[config.mk]
export PLATFORM = sky130hd
export DESIGN_NAME = hex_entry_ctrl
export DESIGN_NICKNAME = d
export VERILOG_FILES = /design/src/rtl/hex_entry_ctrl.sv
export SDC_FILE = /design/constraint.sdc
export NUM_CORES = 1
export LEC_CHECK = 0
export BUFFER_PORTS_ARGS = -buffer_cell sky130_fd_sc_hd__buf_2
export CAP_MARGIN = 40
export CORE_MARGIN = 2
export CORE_UTILIZATION = 60
export DETAILED_ROUTE_END_ITERATION = 10
export PLACE_DENSITY = 0.77
export SKIP_LAST_GASP = 1
export SYNTH_ARGS = -nofsm -noshare
export SYNTH_HDL_FRONTEND = slang
export SYNTH_SLANG_ARGS = --single-unit
[constraint.sdc]
create_clock -name iCLK -period 4.6 [get_ports iCLK]
set_clock_uncertainty 0.1 [all_clocks]
set_input_delay 0 -clock iCLK [delete_from_list [all_inputs] [get_ports iCLK]]
set_output_delay 0 -clock iCLK [all_outputs]
set_load 0.05 [all_outputs]
[src/rtl/hex_entry_ctrl.sv]
// hex_entry_ctrl: registered controller for the on-screen hex entry textbox.
// Pairs ASCII hex key presses into bytes, mirrors every accepted character
// into a display buffer read by the VGA text renderer, and queues completed
// bytes in a first-word-fall-through FIFO towards the serial transmitter.
// Optional build macro: HEX_ENTRY_BACKSPACE_EN enables backspace (8'h08),
// which discards a pending high nibble.
module hex_entry_ctrl #(
  parameter int unsigned MSG_BYTES  = 16,
  parameter int unsigned FIFO_DEPTH = 4,
  parameter int unsigned IDXW       = $clog2(2*MSG_BYTES),
  parameter int unsigned CNTW       = $clog2(MSG_BYTES+1)
) (
  input  logic            iCLK,
  input  logic            rst,
  input  logic            key_valid,
  input  logic [7:0]      key_char,
  input  logic            clr,
  input  logic            tx_ready,
  output logic            tx_valid,
  output logic [7:0]      tx_data,
  input  logic [IDXW-1:0] disp_idx,
  output logic [7:0]      disp_char,
  output logic [CNTW-1:0] byte_cnt,
  output logic            nibble_pend,
  output logic            done,
  output logic            ovf
);

  localparam int unsigned PW    = $clog2(FIFO_DEPTH);
  localparam int unsigned CW    = PW + 1;
  localparam int unsigned SLOTS = 2 * MSG_BYTES;

  typedef enum logic {
    HI = 1'b0,
    LO = 1'b1
  } state_t;

  state_t          state;
  logic [3:0]      hi_nib;
  logic [7:0]      char_buf [SLOTS];

  logic [7:0]      fifo_mem [FIFO_DEPTH];
  logic [PW-1:0]   wr_ptr;
  logic [PW-1:0]   rd_ptr;
  logic [CW-1:0]   fifo_cnt;
  logic            fifo_full;

  logic            key_hex;
  logic [3:0]      key_nib;
  logic [7:0]      key_up;
  logic            key_live;
  logic            hi_take;
  logic            lo_commit;
  logic            lo_drop;
  logic            key_bksp;
  logic            push;
  logic            pop;
  logic [IDXW-1:0] hi_slot;
  logic [IDXW-1:0] lo_slot;

  // Classify the key: hex flag, nibble value and upper-case display form.
  always_comb begin
    key_hex = 1'b0;
    key_nib = '0;
    key_up  = key_char;
    if (key_char >= 8'h30 && key_char <= 8'h39) begin
      key_hex = 1'b1;
      key_nib = key_char[3:0];
    end else if (key_char >= 8'h41 && key_char <= 8'h46) begin
      key_hex = 1'b1;
      key_nib = key_char[3:0] + 4'd9;
    end else if (key_char >= 8'h61 && key_char <= 8'h66) begin
      key_hex = 1'b1;
      key_nib = key_char[3:0] + 4'd9;
      key_up  = key_char & 8'hDF;
    end
  end

  assign done        = (byte_cnt == CNTW'(MSG_BYTES));
  assign nibble_pend = (state == LO);
  assign fifo_full   = (fifo_cnt == CW'(FIFO_DEPTH));

  // clr takes priority over any key in the same cycle; a full session ignores keys.
  assign key_live  = key_valid && !clr && !done;
  assign hi_take   = key_live && key_hex && (state == HI);
  assign lo_commit = key_live && key_hex && (state == LO) && !fifo_full;
  assign lo_drop   = key_live && key_hex && (state == LO) && fifo_full;

`ifdef HEX_ENTRY_BACKSPACE_EN
  assign key_bksp = key_live && (key_char == 8'h08) && (state == LO);
`else
  assign key_bksp = 1'b0;
`endif

  // byte_cnt < MSG_BYTES whenever a slot is written, so the doubled count fits IDXW.
  assign hi_slot = IDXW'({byte_cnt, 1'b0});
  assign lo_slot = hi_slot + IDXW'(1);

  // Fullness comes from the registered count, so a same-cycle pop never makes room.
  assign push = lo_commit;
  assign pop  = tx_valid && tx_ready;

  // Entry sequencer: nibble pairing, byte count and sticky overflow.
  always_ff @(posedge iCLK or negedge rst) begin
    if (!rst) begin
      state    <= HI;
      hi_nib   <= '0;
      byte_cnt <= '0;
      ovf      <= 1'b0;
    end else if (clr) begin
      state    <= HI;
      byte_cnt <= '0;
      ovf      <= 1'b0;
    end else begin
      if (hi_take) begin
        hi_nib <= key_nib;
        state  <= LO;
      end
      if (lo_commit) begin
        state    <= HI;
        byte_cnt <= byte_cnt + CNTW'(1);
      end
      if (lo_drop) begin
        ovf <= 1'b1;
      end
      if (key_bksp) begin
        state <= HI;
      end
    end
  end

  // Display character buffer: blank on reset/clr, one slot written per accepted key.
  always_ff @(posedge iCLK or negedge rst) begin
    if (!rst) begin
      char_buf <= '{default: 8'h20};
    end else if (clr) begin
      char_buf <= '{default: 8'h20};
    end else begin
      if (hi_take) begin
        char_buf[hi_slot] <= key_up;
      end
      if (lo_commit) begin
        char_buf[lo_slot] <= key_up;
      end
      if (key_bksp) begin
        char_buf[hi_slot] <= 8'h20;
      end
    end
  end

  // Outgoing byte FIFO; clr deliberately leaves queued bytes to drain.
  always_ff @(posedge iCLK or negedge rst) begin
    if (!rst) begin
      fifo_mem <= '{default: 8'h00};
      wr_ptr   <= '0;
      rd_ptr   <= '0;
      fifo_cnt <= '0;
    end else begin
      if (push) begin
        fifo_mem[wr_ptr] <= {hi_nib, key_nib};
        wr_ptr           <= wr_ptr + PW'(1);
      end
      if (pop) begin
        rd_ptr <= rd_ptr + PW'(1);
      end
      if (push && !pop) begin
        fifo_cnt <= fifo_cnt + CW'(1);
      end else if (pop && !push) begin
        fifo_cnt <= fifo_cnt - CW'(1);
      end
    end
  end

  // Head of the FIFO falls through; an empty FIFO presents 8'h00.
  always_comb begin
    tx_valid = (fifo_cnt != '0);
    tx_data  = 8'h00;
    if (tx_valid) begin
      tx_data = fifo_mem[rd_ptr];
    end
  end

  // Combinational renderer read port; out-of-range slots read as space.
  always_comb begin
    disp_char = 8'h20;
    if ({1'b0, disp_idx} < (IDXW+1)'(SLOTS)) begin
      disp_char = char_buf[disp_idx];
    end
  end

endmodule

==> results of run 1 <==
## state kept, by name (all words and copies together) (netlist names)
register and cells:
char_buf 256, fifo_mem 32, byte_cnt 5, hi_nib 4, fifo_cnt 3, rd_ptr 2, wr_ptr 2, nibble_pend 1
ovf 1
## where the power goes
group | total, mW | internal [mW] | switching [mW]
clock network | 2.80 | 1.70 | 1.10
registers | 2.79 | 2.72 | 0.0689
logic | 0.481 | 0.148 | 0.334
## synthesized netlist by cell type (12+ instances only)
master,n
dfstp_2,32
nor4_1,13
nand3_1,95
mux4_2,88
nand4_1,14
buf_1,15
and3_1,33
dfrtp_1,274
mux2_2,30
and2_1,15
nor3_1,17
o21ai_0,101
clkbuf_1,86
buf_2,15
mux2_4,16
ha_1,12
a21oi_1,91
mux2i_1,99
nor2_1,35
nand2_1,125
## how the worst max path moves through the flow
| stage | to | slack, ns | cells past startpoint |
|---|---|---|---|
| global route | fifo_cnt[2] | 0.73 | 14 |
| finish | char_buf[23] | 0.95 | 10 |
| CTS | char_buf[23] | 1.06 | 10 |
| detailed placement | char_buf[23] | 1.10 | 9 |
| global placement | char_buf[23] | 1.20 | 9 |
| floorplan | fifo_cnt[1] | 0.23 | 10 |
## critical path, delay by kind of cell
kind / cells / cell delay (ns)
AOI/OAI and AO/OA: 2 / 1.09
adders and majority gates: 1 / 0.29
and+or+nand+nor: 3 / 0.78
buffers and inverters: 4 / 1.74
## timing repair
item	in CTS	in global routing
endpoints found under the hold margin	217	0
setup endpoints to repair	0	0
hold buffers	10	0
## per-stage QoR
step | hold WS (ns) | setup WS, ns | total power [mW] | util (%)
finish | 0.07564 | 0.9512 | 6.074 | 68.09
global route | 0.1586 | 0.7301 | 6.259 | 68.09
CTS | 0.1254 | 1.056 | 6.088 | 68.07
detailed placement | 0.06960 | 1.104 | 3.312 | 63.08
global placement | 0.06916 | 1.198 | 3.292 | 62.76
floorplan | -0.3956 | 0.2260 | 3.134 | -
## cells by family (layout without fill, tap and decap cells)
logic type,after synthesis,count (layout)
simple gates,389,389
flops,306,306
compound gates,247,247
mux,235,235
buf+inv,131,158
fa+ha+maj,13,13
xor+xnor,6,6
## per-layer routing
layer	part of all wire [%]	vias to the layer above	global-route usage (%)
met4	4.4	0	14.47
met3	8.1	123	5.450
met5	0	-	0.3788
met2	48	606	51.83
li1	-	4877	-
met1	39	5876	45.60
## final cells by class
| cell class | count | area [um^2] | area share (%) |
|---|---|---|---|
| Clock buffer | 58 | 1115 | 6.483 |
| Multi-Input combinational cell | 890 | 7236 | 42.08 |
| Clock inverter | 4 | 45.04 | 0.2619 |
| Sequential cell | 306 | 7697 | 44.76 |
| Timing Repair Buffer | 85 | 646.9 | 3.762 |
| Tap cell | 330 | 412.9 | 2.401 |
| Inverter | 11 | 43.79 | 0.2547 |
==> impl_results.md, run 1 <==
- Synthesized area per cell: 11.63 um^2
- Total Die Area: 0.02703 mm^2
- Arrival time at the worst endpoint: a little under 4 ns
- Worst Setup Start Kind: input pin
- CP Cell Sequence: dlygate4sd3_1, buf_2, inv_1, ha_1, nor3b_1, a21oi_1, a211o_4, buf_4, nand2_1, and3_1
- Worst IR drop on VDD: 384.5 uV
- ANT cells: 0
- Syn Nets: 1358
- Vias: 11482
- Routed wire length: 42380 um
- Clock sinks: 306
- Reg2reg path depth: 7
- Initial antenna violation count: 0
- Critical-path top delay cell: a211o_4
- Synth area leader: dfrtp_1
- Placed cell count: 1611
- FF+latch count, synth: roughly 310
- First drt pass iteration count: 8
- H-tree depth: 2
- NumNets Final: 1359
- Cts bufs inserted: 34
- First-pass GRT wire length: 67420 um
- Post-route DRC: 0
- Flop2flop setup slack: 1.23 ns
- Setup_tns: 0 ns
- Worst-Skew Late Latency: 0.51 ns
- Min-delay worst type: in -> async
- RSZ-0062 raised after global routing: no
- Largest family of logic cells by synthesized area: multiplexers
- Largest net degree at the start of global routing: 126
- Final setup vio count: 0
- Post-synthesis compound-gate area fraction: under 10%
- Dominant cells by area after synthesis: dfrtp_1, mux4_2, mux2i_1, dfstp_2, o21ai_0
- EDFF count, synth: 0
- Post-CTS setup buffer count: 0
- Worst slew pin tran: 0.9396 ns
- Number of global-route vias before repair: roughly 12000
- Clock root cell: clkbuf_16
- RR Endpoint: char_buf[23]
- # fillers: ~1800
- Seq/Total Area, Yosys: 49.86%
- Gr usage total: 32.86%
- Area delta synth->final: 11.40%
- Port Buf Inserts: 42
- Max cap viols: 0
- Initial DRC count: 1331
- Final period util: 79.32%
- Mux share of post-synthesis cell area: between 20% and 30%
- Fmax: 274.1 MHz
- Maximum fanout along the worst path: 48
- Share of the synthesized area in the top cell type: about 44%
- Adder-cell area share of the yosys netlist: 1.102%
- CP Capture Type: register
- Mapped Cells: 1327
- Endpoints failing hold: 0
- RePlAce Congestion: 0.8803
- CTS tree: built
- Core ar.: 0.02525 mm^2
- Synth cell types: 63
- Commonest non-fill, non-tap cell in the layout: dfrtp_1
- Height of the die: 164.4 um
- Placement Cell Area: roughly 0.016 mm^2
- Post-CTS Resized: 0
- Pleak: 8.010 nW
- DP HPWL: 27080 um
- Status: complete, no violations
- Kind of critical path: in -> reg
- Design area: 0.01720 mm^2
- Reg-to-Reg Start: byte_cnt[0]
- Ys async rst share: 100.0%
- Commonest non-fill, non-tap cells in the layout: dfrtp_1, nand2_1, o21ai_0, mux2i_1, nand3_1
- Routed WL per cell: 25.17 um
- Final ANT Viol Nets: 0
- Ys flop type: dfrtp_1
- Synthesized area: between 0.015 and 0.02 mm^2
- Average via count per standard cell: ~6.8
- Clock slew at reported path FFs: 0.06 ns
- Pwr Density: between 300 and 400 mW/mm^2
- Post-synthesis xor/xnor area fraction: 0.3404%
- Clk buf depth: 3
- Slew margin rel.: a little under two fifths
- I/O pin total: 43
- Origin of the worst setup path: key_char[0]
- Starting Density: 61.13%
- Grt ovf: 0
- Layout cells sized above 1: 23.78%
- Std cell rows: between 50 and 60
- Die W: 164.4 um
- Final worst path period need: 3.649 ns
- Worst Path Required: 4.89 ns
- Area fraction in and, or, nand and nor cells after synthesis: 12.92%
- Largest stage delay, worst path: 0.58 ns
- Yosys Warn Count: 0
- Slew Viols, Final: 0
- Final non-filler cell total: 1684
No activity file was read; power rests on OpenSTA's default activity.
==> run 2: changes to the inputs <==
--- a/config.mk
+++ b/config.mk
@@ -8,7 +8,7 @@
 export BUFFER_PORTS_ARGS = -buffer_cell sky130_fd_sc_hd__buf_2
 export CAP_MARGIN = 40
 export CORE_MARGIN = 2
-export CORE_UTILIZATION = 60
+export CORE_UTILIZATION = 57
 export DETAILED_ROUTE_END_ITERATION = 10
 export PLACE_DENSITY = 0.77
 export SKIP_LAST_GASP = 1
==> constraint.sdc (replaced) <==
create_clock -name iCLK -period 3.15 [get_ports iCLK]
set_clock_uncertainty 0.1 [all_clocks]
set_input_delay 0 -clock iCLK [delete_from_list [all_inputs] [get_ports iCLK]]
set_output_delay 0 -clock iCLK [all_outputs]
set_load 0.05 [all_outputs]
==> run 2 against run 1 <==
Compared with the run above:
- design area up 1.3%
- non-clock buffer count up 27
- global-route usage shrank 1.8 points
- hold slack improved by 0.0063 ns
- largest power group is now sequential cells
- highest routed layer unchanged
- die area rose by 5.1%
- clock-buffer cell count shrank 7
- critical path depth is 2 higher
- critical path type is now reg -> reg
- via count is 2.4% higher
- clock power up 44%
- critical endpoint is now fifo_cnt[2]
==> impl_results.md, run 2 (synthesized netlist as in run 1, its figures left out) <==
- Kind of critical path: reg -> reg
- Worst Path Required: 3.48 ns
- Max FFs per register: between 200 and 300
- DP HPWL: 27790 um
- CTS tree: built
- Slew margin rel.: 37.76%
- Area occupied by multi-input gates: 0.007249 mm^2
- Number of global-route vias before repair: 11804
- Post-CTS Resized: 0
- Commonest non-fill, non-tap cells in the layout: dfrtp_1, nand2_1, o21ai_0, mux2i_1, nand3_1
- RSZ-0062 raised after global routing: no
- Routed WL per cell: 25.16 um
- Layout cells sized above 1: 25.29%
- Height of the die: 168.6 um
- Worst slew pin tran: 0.9336 ns
- Largest stage delay, worst path: 0.43 ns
- Core ar.: 0.02680 mm^2
- Initial antenna violation count: 0
- Tot Pwr: 8.866 mW
- Met1 usage: 43.71%
- Final worst path period need: 2.977 ns
- Area delta synth->final: 12.82%
- Critical-path top delay cell: dfrtp_2
- Cts bufs inserted: 34
- NumNets Final: 1386
- RePlAce Congestion: 0.9487
- Die W: 168.6 um
- Max cap viols: 0
- Endpoints failing hold: 0
- Largest registers: char_buf x256, fifo_mem x32, byte_cnt x5
- Clock slew at reported path FFs: 0.06 ns
- Maximum fanout along the worst path: 8
- Final ANT Viol Nets: 0
- Starting Density: 57.60%
- Met3 global-route usage: 6.102%
- CP Cell Sequence: inv_1, ha_1, nor4bb_4, nor3b_4, nand3_1, nor2_1, ha_1, inv_1, fa_1, xor2_1, nor2_1, xor2_1
- Clock sinks: 306
- Initial DRC count: approximately 1500
- Std cell rows: 60
- Fmax: 335.9 MHz
- Average via count per standard cell: 6.834
- Clk buf depth: 3
- Post-CTS setup buffer count: 0
- Routed wire length: 43290 um
- Total Die Area: 0.02842 mm^2
- Worst IR drop on VDD: slightly below 300 uV
- Worst Setup Start Kind: register
- First drt pass iteration count: 5
- Largest net degree at the start of global routing: 101
- Vias: 11762
- Final setup vio count: 0
- Final period util: 94.50%
- ANT cells: 0
- Hold-fix buffers, CTS: 11
- I/O pin total: 43
- Arrival time at the worst endpoint: between 3 and 4 ns
- CP Capture Type: register
- Post-route DRC: 0
- First-pass GRT wire length: 68520 um
- Sequential cell area: approximately 0.0077 mm^2
- Largest register by flop count: char_buf
- Setup_tns: 0 ns
- Met2 usage: between 40 and 50%
- Commonest non-fill, non-tap cell in the layout: dfrtp_1
- Clock root cell: clkbuf_16
- GRT Max-Usage Layer: met2
- Min-delay worst type: in -> reg
- Status: complete, no violations
- Pleak: just over 8 nW
- # fillers: between 1500 and 2000
- Slew Viols, Final: 0
- Port Buf Inserts: 42
- Worst-Skew Late Latency: 0.52 ns
- Gr usage total: approximately 31%
- H-tree depth: 2
- Grt ovf: 0
- Pwr Density: 509.1 mW/mm^2
==> run 2: final cells by class <==
| class | count | area share (%) |
|---|---|---|
| well taps | 341 | 2.450 |
| inverters | 11 | 0.2514 |
| clock inverters | 10 | 0.7328 |
| flip-flops and latches | 306 | 44.21 |
| multi-input cells | 890 | 41.62 |
| repair buffers | 112 | 5.000 |
| clock buffers | 51 | 5.733 |
==> run 2: final timing paths <==
| path | end | slack [ns] | from | depth (start not counted) |
|---|---|---|---|---|
| setup / recovery | fifo_cnt[2] | 0.17 | byte_cnt[0] | 12 |
| hold / removal | char_buf[252] | 0.08 | key_char[5] | 4 |
| setup reg to reg | fifo_cnt[2] | 0.17 | byte_cnt[0] | 12 |
| hold reg to reg | fifo_mem[11] | 0.39 | fifo_mem[11] | 1 |
| max in group asynchronous | char_buf[183] | 1.85 | rst | 4 |
| min in group asynchronous | char_buf[85] | 0.51 | rst | 3 |
==> run 2: where the power goes <==
part / leakage [nW] / switching [mW] / internal [mW]
registers: 4.15 / 0.102 / 3.98
clock network: 0.551 / 1.60 / 2.44
logic: 3.43 / 0.508 / 0.241
total: 8.12 / 2.21 / 6.66
==> run 2: metal layers <==
layer / routed length, um / part of all wire (%)
met3: 4124 / 9.5
met1: 17050 / 39
met2: 20250 / 47
met5: 0 / 0
met4: 1862 / 4.3
==> run 2: worst max-delay path: cells and delay by family, from the launching register on <==
kind	cells	cell delay (ns)
buffers and inverters	2	0.16
adder cells (fa/ha/maj)	3	0.85
flip-flops	1	0.43
XOR/XNOR	2	0.30
AND/OR/NAND/NOR	5	1.07
==> run 2: through the flow <==
step / cells / util [%] / instance area, um^2 / worst slack, ns / hold WS, ns
2_1_floorplan: 1327 / - / 15460 / 0.03221 / -0.3956
3_3_place_gp: 1649 / 60.31 / 16160 / 0.3625 / -0.09901
3_5_place_dp: 1649 / 60.31 / 16160 / 0.2568 / -0.1013
4_1_cts: 1721 / 64.99 / 17420 / 0.2146 / 0.07049
5_1_grt: 1721 / 64.99 / 17420 / 0.007392 / 0.09433
6_report: 1721 / 64.99 / 17420 / 0.1733 / 0.08196
